<file path="src/rtl/rr_arbiter_dec.sv">
// rr_arbiter_dec: round-robin arbiter with binary-index winner and one-hot decode.
// Optional per-owner hold limit enabled by defining ARB_TIMEOUT_EN.
module rr_arbiter_dec #(
  parameter int N = 32,
  parameter int IDXW = 5,
  parameter int HOLD_MAX = 8
) (
  input  logic            clk,
  input  logic            rst_n,
  input  logic [N-1:0]    req,
  output logic [N-1:0]    grant,
  output logic [IDXW-1:0] grant_idx,
  output logic            grant_valid
);
  typedef enum logic {IDLE, BUSY} state_t;
  state_t state_q, state_d;
  logic [IDXW-1:0] idx_q, idx_d, ptr_q, ptr_d, nxt_idx, scan_ptr, pos, win_idx;
  logic [IDXW:0] sum;
  logic [N-1:0] grant_q, grant_d, req_m, rot;
  logic forced, rel, hold, win_found, regrant;
`ifdef ARB_TIMEOUT_EN
  localparam int CW = $clog2(HOLD_MAX + 1);
  logic [CW-1:0] cnt_q, cnt_d;
  assign forced = state_q == BUSY && req[idx_q] && cnt_q == CW'(HOLD_MAX - 1);
  assign cnt_d = hold ? cnt_q + 1'b1 : '0;
  always_ff @(posedge clk or negedge rst_n)
    if (!rst_n) cnt_q <= '0;
    else cnt_q <= cnt_d;
`else
  assign forced = 1'b0;
`endif
  assign grant = grant_q;
  assign grant_idx = idx_q;
  assign grant_valid = state_q == BUSY;
  always_comb begin
    nxt_idx = idx_q == IDXW'(N - 1) ? '0 : idx_q + 1'b1;
    rel = state_q == BUSY && (!req[idx_q] || forced);
    hold = state_q == BUSY && !rel;
    scan_ptr = state_q == BUSY ? nxt_idx : ptr_q;
    // a timed-out owner sits out the scan and only wins back if nobody else asks
    req_m = forced ? req & ~(N'(1) << idx_q) : req;
    rot = N'({req_m, req_m} >> scan_ptr);
    pos = '0;
    for (int i = N - 1; i >= 0; i--)
      if (rot[i]) pos = IDXW'(i);
    win_found = |rot;
    sum = {1'b0, scan_ptr} + {1'b0, pos};
    win_idx = sum >= (IDXW+1)'(N) ? IDXW'(sum - (IDXW+1)'(N)) : IDXW'(sum);
    regrant = forced && !win_found;
    state_d = hold || regrant || win_found ? BUSY : IDLE;
    idx_d = hold || regrant ? idx_q : win_found ? win_idx : '0;
    ptr_d = rel ? nxt_idx : ptr_q;
    grant_d = state_d == BUSY ? N'(1) << idx_d : '0;
  end
  always_ff @(posedge clk or negedge rst_n)
    if (!rst_n) begin
      state_q <= IDLE;
      idx_q <= '0;
      ptr_q <= '0;
      grant_q <= '0;
    end else begin
      state_q <= state_d;
      idx_q <= idx_d;
      ptr_q <= ptr_d;
      grant_q <= grant_d;
    end
endmodule

</file>
<file path="config.mk">
export PLATFORM = sky130hd
export DESIGN_NAME = rr_arbiter_dec
export DESIGN_NICKNAME = d
export VERILOG_FILES = /design/src/rtl/rr_arbiter_dec.sv
export SDC_FILE = /design/constraint.sdc
export NUM_CORES = 1
export LEC_CHECK = 0
export CAP_MARGIN = 20
export CORE_MARGIN = 2
export CORE_UTILIZATION = 35
export DETAILED_ROUTE_END_ITERATION = 8
export PLACE_DENSITY = 0.64
export SYNTH_ARGS = -nofsm -noshare
export SYNTH_HDL_FRONTEND = slang
export SYNTH_SLANG_ARGS = --single-unit
export TNS_END_PERCENT = 5
</file>
<file path="constraint.sdc">
create_clock -name clk -period 5.2 [get_ports clk]
set_input_delay 0.78 -clock clk [delete_from_list [all_inputs] [get_ports clk]]
set_output_delay 0.78 -clock clk [all_outputs]
set_load 0.01 [all_outputs]
</file>
# --- Yosys cells after proc, flatten, opt, wreduce, memory -nomap -nowiden ---
# Cells that the tools add are included.
totals:
  register_bits: 43
  out_inout_bits: 38
  word_cells: 59
classes:
  add_sub_neg: 3
  n_reduce_logical: 6
  n_eq_ne: 1
  shift: 2
  n_lt_le_gt_ge: 2
  mux: 41
op_table:
  columns: ["operator", "count"]
  rows:
  - ["two-way mux 5 bit", 37]
  - [">> shifter 64 x 5 -> 32 bit", 1]
  - ["two-way mux 32 bit", 1]
  - ["OR reduction 32 bit", 1]
  - ["left shift 1 x 5 -> 32 bit (first input constant)", 1]
  - ["adder 5 x 5 -> 6 bit", 1]
  - [">= comparator 6 bit (second input constant)", 1]
  - ["< comparator 5 x 6 -> 1 bit (second input constant)", 1]
  - ["adder 5 x 1 -> 5 bit (second input constant)", 1]
  - ["binary-select mux 1 bit (select 5 bit)", 1]
  - ["equality test 5 bit (second input constant)", 1]
  - ["subtractor 5 x 1 -> 5 bit (second input constant)", 1]
  - ["logical AND 1 bit", 2]
  - ["logical NOT 1 bit", 2]
  - ["two-way mux 1 bit", 2]
  - ["logical OR 1 bit", 1]

# --- Logic depth before layout (Yosys ltp) ---
logic_depth:
  word_depth: 43
  ltp_mapped: 31

# --- Worst setup path before layout ---
# Ideal clock, no wire load.
synth_path:
  path_kind: "register -> register"
  from: "register idx_q[1] (netlist: grant_idx[1])"
  to: "register grant_q[4] (netlist: grant[4])"
  setup_time_ns: 0.088
  required_ns: 5.112
  path_slack_ns: -0.566
  path_stages_with_launch: 27
  period_less_slack_ns: 5.766
  arrival_time_ns: 5.677
  path_cell_list: "dfrtp_1 > ha_1 > and3_1 > ha_1 > nand2b_1 > buf_2 > o21a_4 > inv_4 > mux4_2 > a211o_1 > a222oi_1 > o31a_1 > a21oi_1 > nor2b_1 > o2111a_1 > a311oi_1 > a311o_1 > fa_1 > inv_1 > a21o_1 > a21oi_1 > xnor2_1 > and4b_1 > o31ai_4 > inv_2 > buf_6 > nor3_1"
synth_between:
  elab_chain_cells: 43
synth_lines:
  columns: ["item", "line_no", "rtl"]
  rows:
  - ["start, declared", "17", "logic [IDXW-1:0] idx_q, idx_d, ptr_q, ptr_d, nxt_idx, scan_ptr, pos, win_idx;"]
  - ["start signal, assigned", "63", "idx_q <= idx_d;"]
  - ["adder 5 x 1 -> 5 bit / equality test 5 bit (equally long branches)", "36", "nxt_idx = idx_q == IDXW'(N - 1) ? '0 : idx_q + 1'b1;"]
  - ["two-way mux 5 bit", "36", null]
  - ["two-way mux 5 bit", "39", "scan_ptr = state_q == BUSY ? nxt_idx : ptr_q;"]
  - [">> shifter 64 x 5 -> 32 bit", "42", "rot = N'({req_m, req_m} >> scan_ptr);"]
  - ["two-way mux 5 bit (32 in series)", "45", "if (rot[i]) pos = IDXW'(i);"]
  - ["adder 5 x 5 -> 6 bit", "47", "sum = {1'b0, scan_ptr} + {1'b0, pos};"]
  - ["subtractor 5 x 1 -> 5 bit / >= comparator 6 bit (equally long branches)", "48", "win_idx = sum >= (IDXW+1)'(N) ? IDXW'(sum - (IDXW+1)'(N)) : IDXW'(sum);"]
  - ["two-way mux 5 bit", "48", null]
  - ["two-way mux 5 bit", "51", "idx_d = hold || regrant ? idx_q : win_found ? win_idx : '0;"]
  - ["two-way mux 5 bit (*)", "51", null]
  - ["named net idx_d[4]", "17", null]
  - ["left shift 1 x 5 -> 32 bit (*)", "53", "grant_d = state_d == BUSY ? N'(1) << idx_d : '0;"]
  - ["two-way mux 32 bit (*)", "53", null]
  - ["named net grant_d[4]", "19", "logic [N-1:0] grant_q, grant_d, req_m, rot;"]
  - ["end signal, assigned", "65", "grant_q <= grant_d;"]
  - ["end, declared", "19", null]
# The timed path passes the listed nets; every way through them passes the cells marked *. The select of a mux whose other input is x is not followed.
# A chain may end at the register's enable or synchronous reset.

# --- Worst setup path in the final report ---
layout_path:
  from: "register idx_q[0] (netlist: grant_idx[0])"
  to: "register grant_q[13] (netlist: grant[13])"
layout_between:
  elab_chain_cells: 43
layout_lines:
  columns: ["item", "line_no"]
  rows:
  - ["adder 5 x 1 -> 5 bit / equality test 5 bit (equally long branches)", "36"]
  - ["two-way mux 5 bit", "36"]
  - ["two-way mux 5 bit", "39"]
  - [">> shifter 64 x 5 -> 32 bit", "42"]
  - ["two-way mux 5 bit (32 in series)", "45"]
  - ["adder 5 x 5 -> 6 bit", "47"]
  - ["subtractor 5 x 1 -> 5 bit / >= comparator 6 bit (equally long branches)", "48"]
  - ["two-way mux 5 bit", "48"]
  - ["two-way mux 5 bit (2 in series)", "51"]
  - ["left shift 1 x 5 -> 32 bit", "53"]
  - ["two-way mux 32 bit (*)", "53"]
  - ["named net grant_d[13]", "19"]
# Marks and branches as above.

==> results_dict.tcl <==
set metrics [dict create \
    violations "negative setup slack" \
    drcViolationCount 0 \
    grt_pass1_wl_um 40500 \
    gp_congestion 0.997 \
    grt_pass1_vias 7296 \
    rr_worst_depth 27 \
    cts_inserted_buffers 5 \
    hold_buffers 0 \
    ios 72 \
    h-tree-depth 2 \
    hold_viol 0 \
    rsz0062_at_grt "yes" \
    cts_buffer_depth 2 \
    cp-start-kind "register" \
    tritoncts "built" \
    wirelength_um 25500 \
    rr_endpoint "grant[13]$_DFF_PN0_" \
    antenna_cells 0 \
    setup_viol 33 \
    dieHeight_um 134 \
    hold_slack_ns 0.491 \
    finalNonFillerCells 1187 \
    critPathRequiredTime_ns 5.38 \
    ys_types 80 \
    antenna_left 0 \
    synth_seq_cells 43 \
    firstDrtPassIters 6 \
    crit_type "register to register" \
    slew_viol_final 0 \
    dp_cells 1171 \
    portBuffers 71 \
    synth.largest_area_cell "dfrtp_1" \
    grt_max_degree 46 \
    synth.top_cell.area_share_pct 18.2 \
    chipWidth_um 134 \
    r2r_start "grant_idx[0]$_DFF_PN0_" \
    start_util_pct 35.7 \
    synthArstFlopShare_pct 100 \
    synth_area_sq_mm 0.00592 \
    yosys_warnings 0 \
    place_area_sq_mm 0.00842 \
    vias 7506 \
    path_clk_slew_ns 0.06 \
    syn-instance-count 723 \
    synth_edf_count 0 \
    ys_top_cells_by_area "dfrtp_1, mux4_2, mux2i_1, nand3_1, nand4_1" \
    hpwl_um 19600 \
    fin_ws_ns -0.392 \
    yosysSeqAreaShare_pct 18.2 \
    syn_area_per_cell_sq_um 8.18 \
    die_area_sq_mm 0.0180 \
    setup.worst_path.start "grant_idx[0]$_DFF_PN0_" \
    critPathArrivalTime_ns 5.77 \
    end_kind "register" \
    min_period_ns 5.59 \
    final_nets 1007 \
    layout_common_cells "buf_4, clkdlybuf4s50_1, nand3_1" \
    clk_latency_ns 0.29 \
    finish.instance_area_sq_mm 0.00896 \
    yosys_most_used_dff "dfrtp_1" \
    cts_root_buffer "clkbuf_16" \
    maxCapViolCount 0 \
    crit_path_max_fanout 8 \
    fmax_mhz 179 \
    gr-total-overflow 0 \
    core_area_sq_mm 0.0166 \
    crit_end "grant[13]$_DFF_PN0_" \
    synth_nets 764 \
    wl_per_cell_um 21.5 \
    clock_skew_ns 0.00583 \
    worstMarginPinSlew_ns 0.933 \
    drtIter0Drc 1013 \
    grt_antenna_before_repair 0 \
    vias_per_cell 6.32 \
    syn_to_final_growth_pct 51.4 \
    drive_gt1_share_pct 36.3 \
    min_path_type "register to register" \
    rrSetupSlack_ns -0.39 \
    n_fill_cell 1564 \
    layout_commonest_cell "buf_4" \
    pre_cts_ws_ns -0.610 \
    min_period_over_period_pct 108 \
    num_rows 47 \
    status "finished, violations left" \
    clkSinkCount 43 \
    grt_util_all_layers_pct 28.6 \
    slew_headroom_pct 37.8 \
]
==> worst max-delay path, stage by stage (launching register included) <==
cell and delay, ns:
dfrtp_1 0.41, ha_4 0.17, and3_4 0.15, ha_4 0.17, nand2b_4 0.14, o21a_4 0.23
inv_8 0.09, buf_4 0.12, mux4_2 0.50, a211oi_2 0.24, buf_4 0.20, a22oi_1 0.15
nor3_1 0.25, a2bb2oi_2 0.10, a311oi_2 0.29, o311ai_1 0.12, nand2_1 0.13, ha_2 0.20
inv_2 0.04, fa_2 0.35, inv_1 0.06, a21o_1 0.12, a21oi_2 0.06, xnor2_1 0.13
and4b_1 0.22, o31ai_4 0.38, clkinvlp_4 0.27, nor4_2 0.21
==> layer usage <==
| metal | up-vias | GRT usage, % | wire [um] | share of wire (%) |
|---|---|---|---|---|
| li1 | 3364 | - | - | - |
| met4 | 0 | 10.2 | 990 | 3.9 |
| met3 | 85 | 5.22 | 2320 | 9.1 |
| met1 | 3624 | 39.2 | 10400 | 41 |
| met5 | - | 0 | 0 | 0 |
| met2 | 433 | 45.3 | 11800 | 46 |
==> metrics by stage <==
step	TNS [ns]	utilization, %
after floorplan	-5.13	-
after global placement	-16.40	50.8
after detailed placement	-17.65	50.8
after CTS	-4.34	53.7
after global routing	-16.23	54.0
final	-9.02	54.0
==> sequential cells by signal (all words and copies together), names as in the netlist <==
signal       count
ptr_q            5
grant_idx        5
grant           32
grant_valid      1
==> worst min-delay path by stage <==
stage	startpoint	to	slack, ns	depth (start not counted)
final	ptr_q[3]$_DFFE_PN0P_	ptr_q[3]$_DFFE_PN0P_	0.49	2
after global routing	ptr_q[3]$_DFFE_PN0P_	ptr_q[3]$_DFFE_PN0P_	0.52	2
after CTS	ptr_q[3]$_DFFE_PN0P_	ptr_q[3]$_DFFE_PN0P_	0.49	2
after detailed placement	ptr_q[3]$_DFFE_PN0P_	ptr_q[3]$_DFFE_PN0P_	0.48	2
after global placement	ptr_q[3]$_DFFE_PN0P_	ptr_q[3]$_DFFE_PN0P_	0.46	2
after floorplan	ptr_q[3]$_DFFE_PN0P_	ptr_q[3]$_DFFE_PN0P_	0.45	2
==> logic make-up after synthesis <==
family	synth area share, %
adders and majority gates	1.61
DFF	18.2
AOI/OAI and AO/OA	26.9
muxes	19.6
xor gates and xnor gates	1.21
and+or+nand+nor	25.6
buffers and inverters	6.89
==> cells in the mapped netlist (17+ instances only) <==
cell and instances:
nor3_1 32, nand3_1 62, mux2i_1 37, mux4_2 29, o21ai_0 32, dfrtp_1 43, nand2_1 50, nand4_1 32
clkbuf_1 20, buf_2 17, nor2_1 37, a31oi_1 18, inv_1 17, o211ai_1 23, and2_1 19, a21oi_1 34
==> repair_timing <==
item,in CTS,in global routing
resized for setup,55,20
cloned,2,0
pin swaps,30,4
setup buffers,7,0
setup endpoints to repair,35,35
==> cell type report <==
type	count	area, sq um	share of cell area (%)
multi-input combinational	598	4790	53.5
timing repair buffer	295	2540	28.4
sequential	43	1080	12.0
tap	220	275	3.07
clock buffer	5	125	1.40
inverter	22	92.6	1.03
clock inverter	3	43.8	0.489
timing repair inverter	1	7.51	0.0838
Power is left out: the tool's default activity adds up to more than one toggle a clock period on the data nets, which glitch-free logic cannot reach.
